`src/rtl/mem_ctrl.sv`:
```
// mem_ctrl: DEPTH x WIDTH register-array memory behind a one-request-at-a-time
// controller. An accepted request completes after LATENCY extra cycles and is
// signalled by a single-cycle mem_ready pulse. A combined read+write returns
// the pre-write contents.
module mem_ctrl #(
  parameter  int DEPTH   = 16,
  parameter  int WIDTH   = 32,
  parameter  int LATENCY = 0,
  localparam int AW      = (DEPTH > 1) ? $clog2(DEPTH) : 1
) (
  input  logic             clk,
  input  logic             rst,
  input  logic             write_enable,
  input  logic             read_enable,
  input  logic [AW-1:0]    write_addr,
  input  logic [AW-1:0]    read_addr,
  input  logic [WIDTH-1:0] write_data,
  output logic             mem_ready,
  output logic [WIDTH-1:0] read_data
);

  typedef enum logic {
    ST_IDLE = 1'b0,
    ST_WAIT = 1'b1
  } state_t;

  // Request snapshot taken at acceptance; later input changes cannot alter it.
  typedef struct packed {
    logic             we;
    logic             re;
    logic [AW-1:0]    waddr;
    logic [AW-1:0]    raddr;
    logic [WIDTH-1:0] wdata;
  } req_t;

  state_t           state_q, state_d;
  logic [7:0]       cnt_q, cnt_d;
  req_t             req_q, req_d;
  logic [WIDTH-1:0] mem_q [DEPTH];
  logic [WIDTH-1:0] mem_d [DEPTH];
  logic [WIDTH-1:0] read_data_q, read_data_d;
  logic             mem_ready_q, mem_ready_d;

  // Access performed at the coming edge, and which request it serves.
  req_t             acc;
  logic             acc_go;

  // Addresses at or beyond DEPTH only exist when DEPTH is not a power of two.
  function automatic logic in_range(input logic [AW-1:0] a);
    return (32'(a) < DEPTH);
  endfunction

  // Control: accept in IDLE, count down in WAIT, fire the access on the last count.
  always_comb begin
    // NOTE: every signal written here gets a default first so no latch is inferred.
    state_d = state_q;
    cnt_d   = cnt_q;
    req_d   = req_q;
    acc     = req_q;
    acc_go  = 1'b0;
    unique case (state_q)
      ST_IDLE: begin
        if (write_enable || read_enable) begin
          req_d = '{we: write_enable, re: read_enable, waddr: write_addr,
                    raddr: read_addr, wdata: write_data};
          if (LATENCY == 0) begin
            acc    = req_d;
            acc_go = 1'b1;
          end else begin
            state_d = ST_WAIT;
            cnt_d   = 8'(LATENCY);
          end
        end
      end
      ST_WAIT: begin
        // Requests arriving here are dropped, not queued.
        if (cnt_q == 8'd1) begin
          acc_go  = 1'b1;
          state_d = ST_IDLE;
        end else begin
          cnt_d = cnt_q - 8'd1;
        end
      end
      default: state_d = ST_IDLE;
    endcase
  end

  // Datapath: read sees mem_q (pre-write), write lands in mem_d at the same edge.
  always_comb begin
    mem_d       = mem_q;
    read_data_d = read_data_q;
    mem_ready_d = acc_go;
    if (acc_go && acc.we && in_range(acc.waddr)) begin
      mem_d[acc.waddr] = acc.wdata;
    end
    if (acc_go && acc.re) begin
      read_data_d = in_range(acc.raddr) ? mem_q[acc.raddr] : '0;
    end
  end

  // State and storage registers with synchronous reset.
  always_ff @(posedge clk) begin
    // NOTE: non-blocking assignments only, so every flop samples pre-edge values.
    if (rst) begin
      state_q     <= ST_IDLE;
      cnt_q       <= '0;
      req_q       <= '0;
      read_data_q <= '0;
      mem_ready_q <= 1'b0;
      // NOTE: the array is deliberately reset; reads after reset must return 0.
      mem_q       <= '{default: '0};
    end else begin
      state_q     <= state_d;
      cnt_q       <= cnt_d;
      req_q       <= req_d;
      read_data_q <= read_data_d;
      mem_ready_q <= mem_ready_d;
      mem_q       <= mem_d;
    end
  end

  assign mem_ready = mem_ready_q;
  assign read_data = read_data_q;

endmodule

```
`config.mk`:
```
export PLATFORM = sky130hd
export DESIGN_NAME = mem_ctrl
export DESIGN_NICKNAME = d
export VERILOG_FILES = /design/src/rtl/mem_ctrl.sv
export SDC_FILE = /design/constraint.sdc
export NUM_CORES = 1
export LEC_CHECK = 0
export BUFFER_PORTS_ARGS = -buffer_cell sky130_fd_sc_hd__buf_4
export CAP_MARGIN = 10
export CORE_MARGIN = 2
export CORE_UTILIZATION = 33
export CTS_BUF_LIST = sky130_fd_sc_hd__clkbuf_16
export DETAILED_ROUTE_END_ITERATION = 6
export GPL_TIMING_DRIVEN = 0
export PLACE_DENSITY_LB_ADDON = 0.25
export SLEW_MARGIN = 20
export SYNTH_ARGS = -nofsm -noshare
export SYNTH_HDL_FRONTEND = slang
export SYNTH_SLANG_ARGS = --single-unit
```
`constraint.sdc`:
```
create_clock -name clk -period 2.7 [get_ports clk]
set_input_delay 0.27 -clock clk [delete_from_list [all_inputs] [get_ports clk]]
set_output_delay 0.27 -clock clk [all_outputs]
set_load 0.005 [all_outputs]
```
==> flow_metrics.env, run 1 <==
export IMPL_run_status="finished, final reports clean"
export IMPL_post_synth_cell_area_avg_um2=8.47
export IMPL_drt_met1_wl_mm=39.3
export IMPL_peakVddDrop_uv=629
export IMPL_fmaxAchievable_mhz=374
export IMPL_yosys_cell_types_count=47
export IMPL_n_diodes=0
export IMPL_die_width_um=274
export IMPL_dp_hpwl_mm=67.0
export IMPL_timing_hold_worst_class="input pin to flop"
export IMPL_pwr_density_cell_mw_per_mm2=689
export IMPL_layout_commonest_cell="sky130_fd_sc_hd__dfxtp_1"
export IMPL_worstPathRequired_ns=3.18
export IMPL_grt_start_max_net_pins=17
export IMPL_clk_pin_slew_worst_paths_ns=0.06
export IMPL_min_to="req_q[40]"
export IMPL_critical_path_peak_fanout=10
export IMPL_met2WireLength_mm=41.0
export IMPL_static_leakage_power_uw=0.0100
export IMPL_timing_critical_path_to_type="flop"
export IMPL_setup_violations=0
export IMPL_ctsHtreeMaxLevel=2
export IMPL_wl_per_cell_um=22.5
export IMPL_grt_antenna_before_repair=1
export IMPL_grt_first_pass_wirelength_mm=133
export IMPL_synth_cell_area_mm2=0.0240
export IMPL_ioPinCount=77
export IMPL_die_height_um=274
export IMPL_worstSetupStartpointType="flop"
export IMPL_die_area_mm2=0.0749
export IMPL_synth_fp_nets=2881
export IMPL_ys_seq_elements=596
export IMPL_post_route_period_util_pct=99.2
export IMPL_start_util_pct=33.5
export IMPL_clockBufferDepth=3
export IMPL_initialDrtViolationCount=2410
export IMPL_fp_row_count=98
export IMPL_postSynthCellCount=2835
export IMPL_hold_path_cell_count=4
export IMPL_timing_slew_headroom_pct=41.6
export IMPL_criticalPathCategory="flop to flop"
export IMPL_warnings_synthesis=0
export IMPL_first_pass_iters=5
export IMPL_tritoncts_buffers=61
export IMPL_core_area_mm2=0.0717
export IMPL_reg2reg_setup_slack_ns=0.02
export IMPL_number_of_global_route_vias_before_repair=20900
export IMPL_met3_length_mm=5.66
export IMPL_port_buffer_count=76
export IMPL_drc_errors=0
export IMPL_final_hold_vios=0
export IMPL_area_growth_syn_to_layout_pct=15.7
export IMPL_tritoncts="built"
export IMPL_period_needed_ns=2.68
export IMPL_seq_area_frac_synth_pct=49.7
export IMPL_rsz0062_at_grt="false"
export IMPL_placement_setup_worst_slack_ns=-0.127
export IMPL_global_route_overflow_total=0
export IMPL_final_net_count=3026
export IMPL_whs_ns=0.0331
export IMPL_place_congestion=0.916
export IMPL_tightest_slew_ns=0.872
export IMPL_num_vias=21700
export IMPL_most_common_layout_cells="sky130_fd_sc_hd__dfxtp_1, sky130_fd_sc_hd__nand3_1, sky130_fd_sc_hd__o21ai_1"
export IMPL_total_power_uw=19100
export IMPL_final_max_slew_viol_count=0
export IMPL_max_cap_viol_count=0
export IMPL_highest_signal_layer="met4"
export IMPL_setup_slack_ns=0.0228
export IMPL_worst_hold_startpoint="write_enable"
export IMPL_clock_latency_on_the_worst_skew_pair_ns=0.65
export IMPL_ff2ff_path_depth=9
export IMPL_final_setup_skew_ns=0.0325
export IMPL_postRouteAntennaNets=0
export IMPL_drt_total_wl_mm=89.6
export IMPL_vias_per_cell=5.46
export IMPL_share_of_cells_above_drive_strength_1_pct=13.6
export IMPL_clockRootBuffer="sky130_fd_sc_hd__clkbuf_16"
export IMPL_cts_num_sinks=596
export IMPL_r2r_end="read_data[2]"
export IMPL_grt_total_usage_pct=23.5
export IMPL_worst_path_arrival_time_ns=3.16
export IMPL_regToRegStartpoint="state_q"
Yosys cell counts, drive strengths merged:
library cell  count  share of area, %
dfxtp           596                50
nand3           583                12
o21ai           513                11
nand2           442               6.9
buf             232               5.6
a21oi            91               1.9
clkbuf           67               1.0
a22oi            41               1.3
a32oi            41               1.5
inv              38              0.59
mux4             32               3.0
o211ai           32               1.0
mux2i            29               1.3
a221oi           23               1.2
nor2             18              0.28
or2              16              0.42
a31oi             4              0.10
xor2              4              0.15
and3              3             0.078
mux2              3              0.16
nor3              3             0.063
nor3b             3             0.094
xnor2             3              0.11
a41o              2             0.083
and2              2             0.052
ha                2              0.10
nand4             2             0.052
a211oi            1             0.031
a21boi            1             0.031
and2b             1             0.031
nand2b            1             0.026
nor2b             1             0.026
nor4              1             0.089
nor4b             1             0.036
o21ba             1             0.068
o21bai            1             0.078
or3               1             0.026
registers in the layout, indices dropped and copies added, names as in the netlist:
signal     cells
mem_q        512
req_q         42
read_data     32
cnt_q          8
mem_ready      1
state_q        1
cell families after synthesis:
family,share of synthesized area (%)
AND/OR/NAND/NOR,20.4
AO/OA/AOI/OAI,18.0
flip-flops,49.7
buffers and inverters,7.22
multiplexers,4.42
XOR/XNOR,0.255
adder cells (fa/ha/maj),0.104
per-stage QoR:
step	cells	utilization (%)	setup TNS [ns]	instance area (µm²)
after detailed placement	3861	35.9	-1.60	25800
after CTS	3976	38.7	0	27700
after global placement	3861	35.9	-1.61	25800
final	3977	38.7	0	27800
after floorplan	2835	-	0	24000
after global routing	3977	38.7	0	27800
where the power goes:
part	internal, µW	switching [µW]
clock	4620	3730
combinational	445	1270
sequential	8960	101
per-layer routing:
| layer | vias up | track usage [%] |
|---|---|---|
| li1 | 10300 | - |
| met1 | 10500 | 31.2 |
| met2 | 757 | 38.4 |
| met3 | 168 | 3.21 |
| met4 | 0 | 9.32 |
| met5 | - | 0 |
worst max-delay path, stage by stage, from the launching register on:
cell and delay, ns:
sky130_fd_sc_hd__dfxtp_1 0.38, sky130_fd_sc_hd__o21ba_4 0.27, sky130_fd_sc_hd__mux2_2 0.38, sky130_fd_sc_hd__buf_2 0.19, sky130_fd_sc_hd__buf_2 0.23, sky130_fd_sc_hd__buf_2 0.24, sky130_fd_sc_hd__nand2_1 0.09, sky130_fd_sc_hd__nand2_1 0.05
sky130_fd_sc_hd__o211ai_1 0.53, sky130_fd_sc_hd__nand3_1 0.16
cell type report:
| cell class | instances | area, µm² |
|---|---|---|
| fill | 7479 | 44000 |
| buffer | 298 | 1600 |
| sequential | 596 | 11900 |
| inverter | 38 | 143 |
| clock inverter | 48 | 362 |
| tap | 950 | 1190 |
| clock buffer | 62 | 1550 |
| multi-input combinational | 1902 | 10400 |
| timing repair buffer | 83 | 636 |
how the worst max path moves through the flow:
stage                  start             to  cells past startpoint
floorplan           cnt_q[1]     mem_q[163]                     10
global placement     state_q  read_data[27]                      7
detailed placement   state_q  read_data[30]                      7
CTS                 cnt_q[0]   read_data[7]                      8
global route         state_q   read_data[3]                     10
finish               state_q   read_data[2]                      9
what timing repair did:
item	in CTS	in global routing
setup endpoints to repair	23	229
hold buffers	5	0
endpoints found under the hold margin	5	0
resized for setup	3	11
setup buffers	0	2
gates cloned	0	0
(Power assumes the default switching activity.)
==> inputs of run 2 (changes only) <==
Settings changed: CELL_PAD_IN_SITES_DETAIL_PLACEMENT set to 1, CELL_PAD_IN_SITES_GLOBAL_PLACEMENT set to 1.
==> run 2 against run 1 <==
Against the previous run:
- the flow now finishes with violations (negative setup slack)
- sequential share of layout area is 0.38 points lower
- total power is 3.5% higher
- final area is 0.89% higher
- hold slack better by 0.039 ns
- count of clock-buffer cells in the layout is 9 higher
- critical path depth stayed put
- sequential power hardly changed
- sequential cell count stayed put
- clock skew is 0.0083 ns lower
==> flow_metrics.env, run 2 (synthesis gave the netlist of run 1 again) <==
export IMPL_run_status="finished with violations"
export IMPL_failed_checks="negative setup slack"
export IMPL_postRouteAntennaNets=0
export IMPL_criticalPathCategory="flop to flop"
export IMPL_final_hold_vios=0
export IMPL_clockRootBuffer="sky130_fd_sc_hd__clkbuf_16"
export IMPL_timing_slew_headroom_pct=35.2
export IMPL_max_flop_register="mem_q"
export IMPL_die_area_mm2=0.0749
export IMPL_grtUsageMet2_pct=43.6
export IMPL_period_needed_ns=2.71
export IMPL_regToRegStartpoint="state_q"
export IMPL_timing_hold_worst_class="input pin to flop"
export IMPL_grt_first_pass_wirelength_mm=147
export IMPL_die_width_um=274
export IMPL_fp_row_count=98
export IMPL_pwr_density_cell_mw_per_mm2=706
export IMPL_clockBufferDepth=3
export IMPL_critical_path_peak_fanout=10
export IMPL_globalRouteMet1Util_pct=34.6
export IMPL_fillers=8469
export IMPL_tritoncts="built"
export IMPL_ioPinCount=77
export IMPL_layout_commonest_cell="sky130_fd_sc_hd__dfxtp_1"
export IMPL_dp_hpwl_mm=75.4
export IMPL_wl_per_cell_um=25.1
export IMPL_global_route_overflow_total=0
export IMPL_setup_slack_ns=-0.00951
export IMPL_postPlaceCellArea_mm2=0.0258
export IMPL_n_diodes=0
export IMPL_max_cap_viol_count=0
export IMPL_drc_errors=0
export IMPL_initialDrtViolationCount=1668
export IMPL_grt_antenna_before_repair=1
export IMPL_start_util_pct=33.5
export IMPL_tightest_slew_ns=0.969
export IMPL_worst_hold_startpoint="write_enable"
export IMPL_clock_latency_on_the_worst_skew_pair_ns=0.61
export IMPL_vias_per_cell=5.63
export IMPL_post_route_cell_area_mm2=0.0280
export IMPL_post_route_period_util_pct=100
export IMPL_most_common_layout_cells="sky130_fd_sc_hd__dfxtp_1, sky130_fd_sc_hd__nand3_1, sky130_fd_sc_hd__o21ai_1"
export IMPL_worstPathRequired_ns=3.15
export IMPL_fmaxAchievable_mhz=369
export IMPL_final_max_slew_viol_count=0
export IMPL_ctsHtreeMaxLevel=3
export IMPL_tritoncts_buffers=69
export IMPL_core_area_mm2=0.0717
export IMPL_post_cts_setup_buffer_count=0
export IMPL_place_congestion=0.926
export IMPL_die_height_um=274
export IMPL_final_net_count=3033
export IMPL_clk_pin_slew_worst_paths_ns=0.06
export IMPL_drt_total_wl_mm=99.9
export IMPL_cts_num_sinks=596
export IMPL_number_of_global_route_vias_before_repair=22800
export IMPL_area_growth_syn_to_layout_pct=16.7
export IMPL_num_vias=22400
export IMPL_static_leakage_power_uw=0.0101
export IMPL_worstSetupStartpointType="flop"
export IMPL_global_route_peak_usage_layer="met2"
export IMPL_share_of_cells_above_drive_strength_1_pct=14.0
export IMPL_grt_start_max_net_pins=14
export IMPL_timing_critical_path_to_type="flop"
export IMPL_final_setup_skew_ns=0.0242
export IMPL_first_pass_iters=5
export IMPL_final_setup_tns_ns=-0.00951
export IMPL_setup_violations=1
export IMPL_max_reg_flops=512
export IMPL_grt_total_usage_pct=26.2
export IMPL_gr_usage_met3_pct=3.08
export IMPL_startpoint_of_the_most_critical_setup_path="state_q"
export IMPL_worst_path_arrival_time_ns=3.16
export IMPL_peakVddDrop_uv=447
export IMPL_port_buffer_count=76
==> run 2: final timing paths <==
path,endpoint,slack [ns],cells past startpoint
worst max-delay path,read_data[2],-0.01,9
worst min-delay path,req_q[41],0.07,4
worst max register to register,read_data[2],-0.01,9
worst min register to register,mem_q[328],0.46,2
==> run 2: what timing repair did <==
item	CTS	global route
hold endpoints to repair	5	0
endpoints found under the setup margin	307	119
pin swaps	1	1
gates resized for setup	17	20
hold buffers	5	0
==> run 2: critical path, cell delays in order (launching register included) <==
cell                       delay, ns
sky130_fd_sc_hd__dfxtp_2        0.36
sky130_fd_sc_hd__o21ba_4        0.26
sky130_fd_sc_hd__mux2_2         0.41
sky130_fd_sc_hd__buf_2          0.21
sky130_fd_sc_hd__buf_4          0.22
sky130_fd_sc_hd__clkbuf_4       0.22
sky130_fd_sc_hd__nand2_1        0.09
sky130_fd_sc_hd__nand2_1        0.05
sky130_fd_sc_hd__o211ai_1       0.58
sky130_fd_sc_hd__nand3_1        0.16
==> run 2: metal layers <==
metal / up-vias / share of wire, %
li1: 10300 / -
met1: 11200 / 44
met2: 678 / 47
met3: 173 / 5.1
met4: 2 / 3.7
met5: - / 0.012
==> run 2: final cells by class <==
class	instances	area [µm²]	area share, %
Inverter	38	143	0.509
Buffer	299	1630	5.83
Clock buffer	71	1780	6.34
Multi-Input combinational cell	1902	10400	37.2
Clock inverter	45	297	1.06
Tap cell	950	1190	4.24
Timing Repair Buffer	81	621	2.21
Sequential cell	596	11900	42.6
==> run 2: per-stage QoR <==
stage	total power, µW	setup slack [ns]	cells	hold slack [ns]	utilization (%)
2_1_floorplan	10200	0.671	2835	0.406	-
3_3_place_gp	10900	-0.177	3861	0.444	35.9
3_5_place_dp	11000	-0.241	3861	0.452	35.9
4_1_cts	19900	0.00912	3982	0.0356	39.0
5_1_grt	20400	-0.0263	3982	0.114	39.1
6_report	19800	-0.00951	3982	0.0722	39.1
==> run 2: report_power, final <==
group	switching [µW]	internal (µW)
registers	106	8970
clock network	3820	5100
logic	1330	456
